### src/rtl/traffic_pkg.sv
// traffic_pkg
//   Definitions shared by the farm-road sensor conditioner and the
//   highway/farm light controllers it feeds.
//   - DEFAULT_CLK_HZ : default system clock, also the 1 s tick period
//   - farm_state_e   : farm-road request FSM states
//   - ST_*           : the same encodings as plain constants for legacy code
//   - light_e        : one-hot lamp encoding {red, yellow, green}
//   - seg7()         : hex digit to active-high a..g segment pattern
package traffic_pkg;

   localparam int DEFAULT_CLK_HZ = 50_000_000;

   typedef enum logic [1:0] {
      IDLE    = 2'd0,
      WAITING = 2'd1,
      SERVING = 2'd2
   } farm_state_e;

   // Plain constants with the same encoding as farm_state_e.
   localparam logic [1:0] ST_IDLE    = 2'd0;
   localparam logic [1:0] ST_WAITING = 2'd1;
   localparam logic [1:0] ST_SERVING = 2'd2;

   typedef enum logic [2:0] {
      LIGHT_RED    = 3'b100,
      LIGHT_YELLOW = 3'b010,
      LIGHT_GREEN  = 3'b001
   } light_e;

   // Segment order {g,f,e,d,c,b,a}, 1 = lit.
   function automatic logic [6:0] seg7(input logic [3:0] d);
      logic [6:0] s;
      s = 7'h00;
      case (d)
         4'h0: s = 7'h3F;
         4'h1: s = 7'h06;
         4'h2: s = 7'h5B;
         4'h3: s = 7'h4F;
         4'h4: s = 7'h66;
         4'h5: s = 7'h6D;
         4'h6: s = 7'h7D;
         4'h7: s = 7'h07;
         4'h8: s = 7'h7F;
         4'h9: s = 7'h6F;
         4'hA: s = 7'h77;
         4'hB: s = 7'h7C;
         4'hC: s = 7'h39;
         4'hD: s = 7'h5E;
         4'hE: s = 7'h79;
         default: s = 7'h71;
      endcase
      return s;
   endfunction

endpackage

### src/rtl/farm_sensor_conditioner_if.sv
// farm_sensor_conditioner_if
//   Signal bundle between the farm-road sensor conditioner and its
//   neighbours (loop sensor, light controller).
//   slave  : conditioner side -- takes c_raw/serve, drives everything else
//   master : environment side -- drives c_raw/serve, observes the rest
//   c_raw     raw loop sensor          serve     farm road is green
//   tick_1s   1 s strobe               c_clean   debounced sensor
//   car_pulse arrival strobe           car_count waiting vehicles
//   request   service request          wait_s    seconds waiting
//   urgent    wait limit reached
interface farm_sensor_conditioner_if #(
   parameter int CNT_W = 4
);
   logic             c_raw;
   logic             serve;
   logic             tick_1s;
   logic             c_clean;
   logic             car_pulse;
   logic [CNT_W-1:0] car_count;
   logic             request;
   logic [7:0]       wait_s;
   logic             urgent;

   modport master (
      output c_raw, serve,
      input  tick_1s, c_clean, car_pulse, car_count, request, wait_s, urgent
   );

   modport slave (
      input  c_raw, serve,
      output tick_1s, c_clean, car_pulse, car_count, request, wait_s, urgent
   );
endinterface

### src/rtl/sync_debounce.sv
// sync_debounce
//   Two-flop synchroniser, debounce counter and rising-edge strobe for one
//   asynchronous level input.
//   clk   in  system clock
//   rst   in  synchronous active-high reset
//   raw   in  asynchronous input level
//   clean out debounced level; follows raw DEB_CYC+2 edges after a stable step
//   rise  out one-cycle strobe, high in the first cycle clean reads 1
module sync_debounce #(
   parameter int DEB_CYC = 1
) (
   input  logic clk,
   input  logic rst,
   input  logic raw,
   output logic clean,
   output logic rise
);

   localparam int            CW   = (DEB_CYC > 1) ? $clog2(DEB_CYC) : 1;
   localparam logic [CW-1:0] LAST = CW'(DEB_CYC - 1);

   logic          s1;
   logic          s2;
   logic [CW-1:0] cnt;

   // The counter only runs while the synchronised level disagrees with the
   // output; any agreeing cycle restarts the window, so a glitch shorter
   // than DEB_CYC cycles never reaches the terminal count.
   always_ff @(posedge clk) begin
      if (rst) begin
         s1    <= 1'b0;
         s2    <= 1'b0;
         cnt   <= '0;
         clean <= 1'b0;
         rise  <= 1'b0;
      end else begin
         s1   <= raw;
         s2   <= s1;
         rise <= 1'b0;
         if (s2 == clean) begin
            cnt <= '0;
         end else if (cnt == LAST) begin
            clean <= s2;
            rise  <= s2;
            cnt   <= '0;
         end else begin
            cnt <= cnt + CW'(1);
         end
      end
   end

endmodule

### src/rtl/farm_sensor_conditioner.sv
// farm_sensor_conditioner
//   Conditions the farm-road vehicle loop for the light controllers: cleans
//   the sensor, counts waiting vehicles, holds a service request with a
//   seconds wait timer and urgency flag, and generates the shared 1 s tick.
//   clk   in  system clock
//   rst   in  synchronous active-high reset
//   bus   farm_sensor_conditioner_if.slave
//         in : c_raw, serve
//         out: tick_1s, c_clean, car_pulse, car_count, request, wait_s, urgent
module farm_sensor_conditioner
   import traffic_pkg::*;
#(
   parameter int CLK_HZ      = DEFAULT_CLK_HZ,
   parameter int DEBOUNCE_MS = 10,
   parameter int CNT_W       = 4,
   parameter int MAX_WAIT_S  = 30
) (
   input logic                      clk,
   input logic                      rst,
   farm_sensor_conditioner_if.slave bus
);

   localparam int DEB_RAW = CLK_HZ / 1000 * DEBOUNCE_MS;
   localparam int DEB_CYC = (DEB_RAW < 1) ? 1 : DEB_RAW;

   localparam int               TW        = (CLK_HZ > 1) ? $clog2(CLK_HZ) : 1;
   localparam logic [TW-1:0]    TICK_LAST = TW'(CLK_HZ - 1);
   localparam logic [CNT_W-1:0] CNT_MAX   = '1;
   localparam logic [CNT_W-1:0] CNT_ONE   = CNT_W'(1);
   localparam logic [7:0]       WAIT_URG  = 8'(MAX_WAIT_S);

   logic [TW-1:0]    tick_cnt;
   logic             tick;
   logic             c_clean;
   logic             car_pulse;
   logic [1:0]       state;
   logic [CNT_W-1:0] car_count;
   logic [7:0]       wait_s;
   logic             request;

   // ---------------- 1 s tick, free running ----------------
   always_ff @(posedge clk) begin
      if (rst)                    tick_cnt <= '0;
      else if (tick_cnt == TICK_LAST) tick_cnt <= '0;
      else                        tick_cnt <= tick_cnt + TW'(1);
   end

   assign tick = (tick_cnt == TICK_LAST);

   // ---------------- sensor conditioning ----------------
   sync_debounce #(
      .DEB_CYC (DEB_CYC)
   ) u_deb (
      .clk   (clk),
      .rst   (rst),
      .raw   (bus.c_raw),
      .clean (c_clean),
      .rise  (car_pulse)
   );

   // ---------------- request FSM ----------------
   // serve takes priority in WAITING: the green that clears the queue also
   // covers a vehicle arriving on the same edge.
   always_ff @(posedge clk) begin
      if (rst) begin
         state     <= ST_IDLE;
         car_count <= '0;
         wait_s    <= '0;
      end else begin
         case (state)
            ST_IDLE: begin
               if (car_pulse) begin
                  state     <= ST_WAITING;
                  car_count <= CNT_ONE;
               end
            end
            ST_WAITING: begin
               if (bus.serve) begin
                  state     <= ST_SERVING;
                  car_count <= '0;
                  wait_s    <= '0;
               end else begin
                  if (car_pulse && car_count != CNT_MAX)
                     car_count <= car_count + CNT_ONE;
                  if (tick && wait_s != 8'hFF)
                     wait_s <= wait_s + 8'd1;
               end
            end
            ST_SERVING: begin
               // Arrivals during green drive straight through. When green
               // ends, a vehicle still sitting on the loop is a new request.
               if (!bus.serve) begin
                  if (c_clean) begin
                     state     <= ST_WAITING;
                     car_count <= CNT_ONE;
                  end else begin
                     state <= ST_IDLE;
                  end
               end
            end
            default: begin
               state     <= ST_IDLE;
               car_count <= '0;
               wait_s    <= '0;
            end
         endcase
      end
   end

   assign request = (state == ST_WAITING);

   assign bus.tick_1s   = tick;
   assign bus.c_clean   = c_clean;
   assign bus.car_pulse = car_pulse;
   assign bus.car_count = car_count;
   assign bus.request   = request;
   assign bus.wait_s    = wait_s;
   assign bus.urgent    = request && (wait_s >= WAIT_URG);

endmodule

### src/flat_wrapper.sv
// flat-port wrapper written by rule: the top's interface ports become plain ports
module farm_sensor_conditioner_flat import traffic_pkg::*;
#(
   parameter int CLK_HZ      = DEFAULT_CLK_HZ,
   parameter int DEBOUNCE_MS = 10,
   parameter int CNT_W       = 4,
   parameter int MAX_WAIT_S  = 30
)
  (clk, rst, bus_c_raw, bus_serve, bus_tick_1s, bus_c_clean, bus_car_pulse, bus_car_count, bus_request, bus_wait_s, bus_urgent);
  farm_sensor_conditioner_if #(.CNT_W(CNT_W)) bus_i ();
  input logic clk;
  input logic rst;
  input wire logic [$bits(bus_i.c_raw)-1:0] bus_c_raw;
  input wire logic [$bits(bus_i.serve)-1:0] bus_serve;
  output wire logic [$bits(bus_i.tick_1s)-1:0] bus_tick_1s;
  output wire logic [$bits(bus_i.c_clean)-1:0] bus_c_clean;
  output wire logic [$bits(bus_i.car_pulse)-1:0] bus_car_pulse;
  output wire logic [$bits(bus_i.car_count)-1:0] bus_car_count;
  output wire logic [$bits(bus_i.request)-1:0] bus_request;
  output wire logic [$bits(bus_i.wait_s)-1:0] bus_wait_s;
  output wire logic [$bits(bus_i.urgent)-1:0] bus_urgent;
  assign bus_i.c_raw = bus_c_raw;
  assign bus_i.serve = bus_serve;
  assign bus_tick_1s = bus_i.tick_1s;
  assign bus_c_clean = bus_i.c_clean;
  assign bus_car_pulse = bus_i.car_pulse;
  assign bus_car_count = bus_i.car_count;
  assign bus_request = bus_i.request;
  assign bus_wait_s = bus_i.wait_s;
  assign bus_urgent = bus_i.urgent;
  farm_sensor_conditioner #(.CLK_HZ(CLK_HZ), .DEBOUNCE_MS(DEBOUNCE_MS), .CNT_W(CNT_W), .MAX_WAIT_S(MAX_WAIT_S)) u_core (.clk(clk), .rst(rst), .bus(bus_i));
endmodule
### config.mk
export PLATFORM = sky130hd
export DESIGN_NAME = farm_sensor_conditioner_flat
export DESIGN_NICKNAME = d
export VERILOG_FILES = /design/src/rtl/traffic_pkg.sv /design/src/rtl/farm_sensor_conditioner_if.sv /design/src/rtl/sync_debounce.sv /design/src/rtl/farm_sensor_conditioner.sv /design/src/flat_wrapper.sv
export SDC_FILE = /design/constraint.sdc
export NUM_CORES = 1
export LEC_CHECK = 0
export CORE_UTILIZATION = 50
export DETAILED_ROUTE_END_ITERATION = 8
export PLACE_DENSITY = 0.71
export RECOVER_POWER = 25
export REMOVE_ABC_BUFFERS = 1
export SLEW_MARGIN = 20
export SYNTH_ARGS = -nofsm -noshare
export SYNTH_HDL_FRONTEND = slang
export SYNTH_SLANG_ARGS = --single-unit
### constraint.sdc
create_clock -name clk -period 2.7 [get_ports clk]
set_clock_uncertainty 0.15 [all_clocks]
set_input_delay 0.405 -clock clk [delete_from_list [all_inputs] [get_ports clk]]
set_output_delay 0.405 -clock clk [all_outputs]
set_load 0.1 [all_outputs]
; Word-level counts from Yosys, hierarchy flattened
; Index checks and enable logic that the tools add are counted.
[op_classes]
add_sub_neg = 4
order_cmp = 1
eq_ne = 13
mux = 14
bitwise_logic = 3
n_reduce_logical = 12
[op_table]
columns = operator, n
row1 = "adder 26 x 1 -> 26 bit, second input constant", 1
row2 = "== test 26 bit, second input constant", 1
row3 = two-way mux 4 bit, 5
row4 = "adder 19 x 1 -> 19 bit, second input constant", 1
row5 = "== test 19 bit, second input constant", 1
row6 = two-way mux 8 bit, 2
row7 = case mux 8 bit (2 select lines), 1
row8 = case mux 4 bit (3 select lines), 1
row9 = "adder 8 x 1 -> 8 bit, second input constant", 1
row10 = "greater-or-equal comparator 8 x 5 -> 1 bit, second input constant", 1
row11 = "!= test 2 bit, second input constant", 4
row12 = "!= test 8 bit, second input constant", 1
row13 = two-way mux 2 bit, 3
row14 = "!= test 3 bit, second input constant", 2
row15 = case mux 2 bit (3 select lines), 1
row16 = OR reduction 3 bit, 2
row17 = "adder 4 x 1 -> 4 bit, second input constant", 1
row18 = "!= test 4 bit, second input constant", 1
row19 = AND reduction 2 bit, 2
row20 = AND reduction 4 bit, 1
row21 = OR reduction 2 bit, 2
row22 = logical AND 1 bit, 3
row23 = inverter 1 bit, 3
row24 = AND reduction 3 bit, 1
row25 = other kinds (5), 5
[totals]
register_bits = 63
input_bits = 4
output_inout_bits = 17
elab_cells = 56

; Depth between registers and ports, before layout
; Gate-level depths: netlist (run 1).
[logic_depth]
ltp_word = 5
depth_mapped = 7
depth_no_buf = 5

; Cells and area by module
; Synthesis (run 1) repeated with hierarchy kept, for this count alone.
[unflattened]
hier_cells = 355
hier_area_um2 = 3076.7
[by_module_without_submodules]
columns = module, instances, cells_each, area_each_um2, seq_area_each_um2
row1 = farm_sensor_conditioner, 1, 240, 2047.0, 800.8
row2 = sync_debounce, 1, 115, 1029.7, 460.4

; Worst setup path before layout (run 1)
; OpenSTA, ideal clock, no wires.
[synth_path]
path_type = register -> output
startpoint = register u_core.state[0]
endpoint = output port bus_urgent
arrival_ps = 4433
t_required_ps = 2145
path_slack_ps = -2288
path_stages_with_launch = 4
path_cell_list = dfxtp_1 -> clkbuf_1 -> nor2b_1 -> a21boi_0
[synth_between]
elab_chain_cells = 2
[synth_lines]
columns = item, line
row1 = "start, declared", farm_sensor_conditioner.sv:36  ; logic [1:0] state;
row2 = "start signal, assigned", farm_sensor_conditioner.sv:66  ; state <= ST_IDLE;
row3 = "start signal, assigned", farm_sensor_conditioner.sv:73  ; state <= ST_WAITING;
row4 = "start signal, assigned", farm_sensor_conditioner.sv:79  ; state <= ST_SERVING;
row5 = == test 2 x 1 -> 1 bit, farm_sensor_conditioner.sv:110  ; assign request = (state == ST_WAITING);
row6 = net bus_request, flat_wrapper.sv:19  ; output wire logic [$bits(bus_i.request)-1:0] bus_request;
row7 = logical AND 1 bit, farm_sensor_conditioner.sv:118  ; assign bus.urgent = request && (wait_s >= WAIT_URG);
row8 = "end, declared", flat_wrapper.sv:21  ; output wire logic [$bits(bus_i.urgent)-1:0] bus_urgent;
; The timed path passes the listed nets, and every way through them passes these cells.

; Worst setup path in the final report (run 1)
[layout_path]
startpoint = register u_core.tick_cnt[0]
endpoint = output port bus_tick_1s
[layout_between]
elab_chain_cells = 1
[layout_lines]
columns = item, line
row1 = "start, declared", farm_sensor_conditioner.sv:32  ; logic [TW-1:0] tick_cnt;
row2 = "start signal, assigned", farm_sensor_conditioner.sv:45  ; else tick_cnt <= tick_cnt + TW'(1);
row3 = == test 26 bit, farm_sensor_conditioner.sv:48  ; assign tick = (tick_cnt == TICK_LAST);
row4 = "end, declared", flat_wrapper.sv:15  ; output wire logic [$bits(bus_i.tick_1s)-1:0] bus_tick_1s;
; Every way passes these cells.

==> reports/qor.yml, run 1 <==
grt-ovfl-total: 0
fmax_mhz: 389
yosys_most_used_dff: "dfxtp_1"
min_path_type: "flip-flop to flip-flop"
yosys_warnings: 0
synthCells: 352
drc: 0
critPathMaxFanout: 4
arrival_ps: 2020
dr.pass1.iters: 4
min_from: "u_core.tick_cnt[0]"
period_minus_slack_ps: 2570
n_antenna_cell: 0
grt_pass1_wl_mm: 10.3
ant_nets: 0
peakVddDrop_mv: 0.444
setup_viol: 0
required_ps: 2140
maxSlewHeadroom_pct: 22.5
r2r_start: "u_core.tick_cnt[0]"
routed_wl_mm: 6.15
slew_viol_final: 0
postCtsSetupBuffers: 0
async_flop_share_pct: 0
htree_levels: 3
route.met3.wl_um: 205
drive_gt1_share_pct: 9.42
crit_type: "flip-flop to output port"
timing.rr.end: "u_core.bus.wait_s[1]"
synth-edff-count: 0
finalCritPeriodShare_pct: 95.2
root_buffer: "clkbuf_8"
cts_buffers: 9
synth_cell_type_count: 45
grtUsageTotal_pct: 20.8
place_hpwl_mm: 4.15
antenna_found_initial: 0
topRoutingLayerUsed: "met4"
initial_core_util_pct: 51.8
dr_wl_met2_mm: 2.76
yosys-top-cells-count: "dfxtp_1, nor2_1, nand2_1"
worstSetupEndpointType: "output port"
vias: 2654
syn_area_sq_um: 3090
yosysSeqAreaShare_pct: 40.8
wire_per_inst_um: 13.5
grt_pass1_vias: 2268
cellPowerDensity_nw_per_um2: 491
clockBufferDepth: 2
cts.clk_slew.worst_paths_ps: 60
drtIter0Drc: 122
nets: 386
rsz0062_at_grt: "false"
setup_ws_ps: 130
synth_most_common_cell: "dfxtp_1"
die_h_um: 80.6
status: "finished clean"
leakage_uw: 0.00107
core_sq_um: 5960
pre_cts_ws_ps: 289
wl_met1_mm: 3.08
rows: 28
syn_avg_cell_area_sq_um: 8.77
worstHoldEndpoint: "u_core.tick_cnt[0]"
rrSetupSlack_ps: 380
io_buffers: 20
hold_depth: 1
synth-seq-cells: 63
hold_violations: 0
cts_tree: "built"
drv_cap: 0
io_pins: 21
worstMarginPinSlew_ps: 1170
gp_congestion: 0.808
yosysTopAreaCell: "dfxtp_1"
placed_cell_area_sq_um: 3340
viasPerCell: 5.81
fin_area_sq_um: 3470
cts.sinks: 63
clock_latency_ps: 340
dieWidth_um: 80.6
syn_to_final_growth_pct: 12.4
p_total_uw: 1700
grt_max_degree: 27
reg2reg_depth: 6
postLayoutCoreUtil_pct: 58.3
synth_top_area_share_pct: 40.8
synth_area_leaders: "dfxtp_1, nor2_1, xor2_1"
die_area_sq_um: 6490
critPathLaunchType: "flip-flop"
[logic make-up (layout without fill, tap and decap cells)]
group	count (synthesis)	after routing	synth area share (%)
AND/OR/NAND/NOR	179	179	33.0
AO/OA/AOI/OAI	54	54	11.1
buffers and inverters	15	45	2.51
flip-flops	63	63	40.8
XOR/XNOR	27	27	7.66
adder cells (fa/ha/maj)	5	5	2.03
multiplexers	9	9	2.92
[state kept, by name, indices dropped and copies added (netlist names)]
register              flops
u_core.u_deb.s2           1
u_core.bus.wait_s         8
u_core.u_deb.cnt         19
u_core.state              2
u_core.bus.car_count      4
u_core.u_deb.clean        1
u_core.u_deb.rise         1
u_core.tick_cnt          26
u_core.u_deb.s1           1
[power breakdown]
| part | leakage, uW | internal (uW) | switching (uW) |
|---|---|---|---|
| clock network | 0.0000959 | 377 | 353 |
| registers | 0.000509 | 935 | 4.29 |
| logic | 0.000465 | 12.7 | 21.5 |
[through the flow]
step	instances	hold slack (ps)	setup TNS (ps)
after detailed placement	441	301	0
after global routing	457	321	0
after floorplan	341	264	-3390
final	457	277	0
after global placement	441	267	0
after CTS	457	311	0
[cell type report]
cell class / count / area, sq um
clock buffers: 12 / 155
clock inverters: 4 / 20.0
fillers: 537 / 2480
inverters: 4 / 15.0
multi-input cells: 274 / 1760
flip-flops and latches: 63 / 1260
well taps: 75 / 93.8
repair buffers: 25 / 164
[cell usage in the layout (no fill, tap or decap), drive strengths merged, types with 3 or more instances in the layout]
cell / n
a21oi: 20
and3: 6
and4: 7
buf: 7
clkbuf: 27
clkinv: 4
dfxtp: 63
ha: 5
inv: 4
mux2i: 9
nand2: 27
nand2b: 7
nand3: 23
nand4: 18
nor2: 35
nor2b: 6
nor3: 7
nor4: 11
nor4b: 4
o21ai: 14
o31ai: 10
or3: 9
or4: 11
or4b: 3
xnor2: 12
xor2: 15
[what timing repair did]
item,in CTS,in global routing
pin swaps,0,1
gates resized for setup,1,4
hold buffers,0,0
gates cloned,0,0
endpoints found under the setup margin,1,1
[routing by layer]
layer | global-route usage, % | vias up
li1 | - | 1354
met1 | 27.1 | 1246
met2 | 30.8 | 43
met3 | 6.14 | 11
met4 | 10.5 | 0
met5 | 0 | -
[critical path: stages (launching register included)]
cell,delay [ps]
dfxtp_2,350
ha_2,180
and3_1,190
nand2_2,70
or4_1,420
nor3_2,260
buf_12,210
[worst max-delay path by stage]
stage / start / slack (ps) / to / cells after the start
after global routing: u_core.tick_cnt[0] / 8 / bus_tick_1s / 6
final: u_core.tick_cnt[0] / 130 / bus_tick_1s / 6
after global placement: bus_serve / 310 / u_core.bus.wait_s[7] / 5
after detailed placement: bus_serve / 290 / u_core.bus.wait_s[7] / 5
after CTS: u_core.tick_cnt[0] / 80 / bus_tick_1s / 6
after floorplan: u_core.state[0] / -2160 / bus_urgent / 2
No activity file was read; power rests on OpenSTA's default activity.
==> run 2: changes to the inputs <==
MAX_ROUTING_LAYER = met4   (was default)
==> run 2 against run 1 <==
Compared with the run above: first-iteration DRC count up 14%; register-to-register slack improved by 30 ps; global-route usage grew 0.46 points; sequential share of layout area hardly changed.
==> reports/qor.yml, run 2 (same netlist as run 1, synthesis figures left out) <==
status: "finished clean"
grt-ovfl-total: 0  # unchanged
crit_buf_inv: 1  # unchanged
placed_cell_area_sq_um: 3340  # unchanged
required_ps: 2140  # about the same
whs_ps: 277  # -0.107 ps
drtIter0Drc: 139  # +14%
fmax_mhz: 389  # -0.13%
worstMarginPinSlew_ps: 1170  # -0.0723 ps
place_hpwl_mm: 4.15  # unchanged
layout_commonest_cell: "dfxtp_1"
intPower_uw: 1330  # about the same
final_cell_mix: "dfxtp_1, nor2_1, nand2_1"
pwr-share-comb_pct: 2.0  # about the same
top_regs: "u_core.tick_cnt x26, u_core.u_deb.cnt x19, u_core.bus.wait_s x8"
root_buffer: "clkbuf_8"
cellPowerDensity_nw_per_um2: 492  # +0.17%
initial_core_util_pct: 51.8  # unchanged
die_h_um: 80.6  # unchanged
seq_power_share_pct: 55.0  # about the same
io_pins: 21  # unchanged
cts.sinks: 63  # unchanged
vias: 2669  # +0.57%
grt_max_degree: 27  # unchanged
drc: 0  # unchanged
leakage_uw: 0.00107  # +0.30%
core_sq_um: 5960  # unchanged
die_area_sq_um: 6490  # unchanged
maxSlewHeadroom_pct: 22.5  # about the same
critPathMaxFanout: 4  # unchanged
top_register: "u_core.tick_cnt"
grt_pass1_wl_mm: 10.2  # -0.27%
crit_type: "flip-flop to output port"
topRoutingLayerUsed: "met4"
rows: 28  # unchanged
io_buffers: 20  # unchanged
route.met3.wl_um: 195  # -4.9%
hold_depth: 1  # unchanged
critPathLaunchType: "flip-flop"
n_antenna_cell: 0  # unchanged
wire_per_inst_um: 13.5  # about the same
htree_levels: 3  # unchanged
gp_congestion: 0.820  # +1.5%
min_path_type: "flip-flop to flip-flop"
dr.pass1.iters: 6  # +2
syn_to_final_growth_pct: 12.4  # about the same
grt_pass1_vias: 2272  # +0.18%
cp_slowest_cell: "or4_1"
finalCritPeriodShare_pct: 95.3  # +0.12 points
cp_cell_sequence: "ha_2 > and3_1 > nand2_1 > or4_1 > nor3_2 > buf_12"
cts_buffers: 9  # unchanged
largest_reg_flops: 26  # unchanged
n_fill_cell: 535  # -0.37%
clkPwrFrac_pct: 43.0  # +0.2 points
ant_nets: 0  # unchanged
drv_cap: 0  # unchanged
setup_viol: 0  # unchanged
tns_ps: 0  # unchanged
grtUsageTotal_pct: 21.2  # +0.46 points
routed_wl_mm: 6.15  # about the same
reg2reg_depth: 6  # unchanged
worstSetupEndpointType: "output port"
drive_gt1_share_pct: 9.42  # unchanged
p_total_uw: 1710  # +0.21%
dr_wl_met2_mm: 2.75  # -0.25%
cts.clk_slew.worst_paths_ps: 60  # about the same
cts_tree: "built"
clock_latency_ps: 340  # about the same
switching_share_pct: 22.4  # +0.17 points
cp.depth: 6  # unchanged
nets: 386  # unchanged
wl_met1_mm: 3.05  # -0.78%
slowest_delay_ps: 420  # about the same
antenna_found_initial: 0  # unchanged
power_switching_uw: 382  # +0.96%
peakVddDrop_mv: 0.444  # about the same
holdBufCountCts: 0  # unchanged
viasPerCell: 5.84  # +0.57%
fin_area_sq_um: 3470  # about the same
clockBufferDepth: 2  # unchanged
period_minus_slack_ps: 2570  # +3.23 ps
hold_violations: 0  # unchanged
arrival_ps: 2020  # about the same
dieWidth_um: 80.6  # unchanged
slew_viol_final: 0  # unchanged
crit_family: "simple AND/OR/NAND/NOR gates"
==> run 2: power groups by stage <==
stage | registers (uW) | logic (uW) | clock network [uW]
after floorplan | 959 | 18.9 | 0
after global placement | 960 | 34.6 | 0
after detailed placement | 960 | 35.7 | 0
after CTS | 939 | 35.8 | 750
after global routing | 941 | 37.7 | 788
final | 940 | 34.1 | 734
==> run 2: layout make-up <==
| cell class | instances | area [sq um] | area share [%] |
|---|---|---|---|
| sequential | 63 | 1260 | 36.4 |
| clock buffer | 12 | 155 | 4.47 |
| inverter | 4 | 15.0 | 0.432 |
| timing repair buffer | 25 | 168 | 4.83 |
| tap | 75 | 93.8 | 2.70 |
| clock inverter | 4 | 20.0 | 0.577 |
| multi-input combinational | 274 | 1760 | 50.6 |
==> run 2: routing by layer <==
metal	GRT usage, %	up-vias
li1	-	1354
met1	27.0	1254
met2	30.8	48
met3	5.80	13
met4	10.5	0
met5	-	-
==> run 2: final timing paths <==
check / startpoint / endpoint / slack [ps]
min: u_core.tick_cnt[0] / u_core.tick_cnt[0] / 280
min reg2reg: u_core.tick_cnt[0] / u_core.tick_cnt[0] / 280
max: u_core.tick_cnt[0] / bus_tick_1s / 130
max reg2reg: u_core.tick_cnt[0] / u_core.bus.wait_s[1] / 410
==> run 2: worst register-to-register path, stage by stage (launching register included) <==
cell     delay, ps
dfxtp_2        350
ha_2           180
and3_1         180
buf_4          160
nand4_1        400
nor4b_2        570
mux2i_1        240
==> run 2: per-stage QoR <==
stage               cells  setup slack (ps)  utilization [%]
CTS                   457              84.9             59.1
floorplan             341             -2160                -
finish                457               127             58.3
global placement      441               311             56.1
global route          457             -3.39             58.3
detailed placement    441               289             56.1
==> run 2: timing repair <==
item / 4_1_cts / 5_1_grt
pin swaps: 0 / 1
hold endpoints to repair: 0 / 0
gates resized for setup: 1 / 3
setup buffers: 0 / 0
setup endpoints to repair: 1 / 1
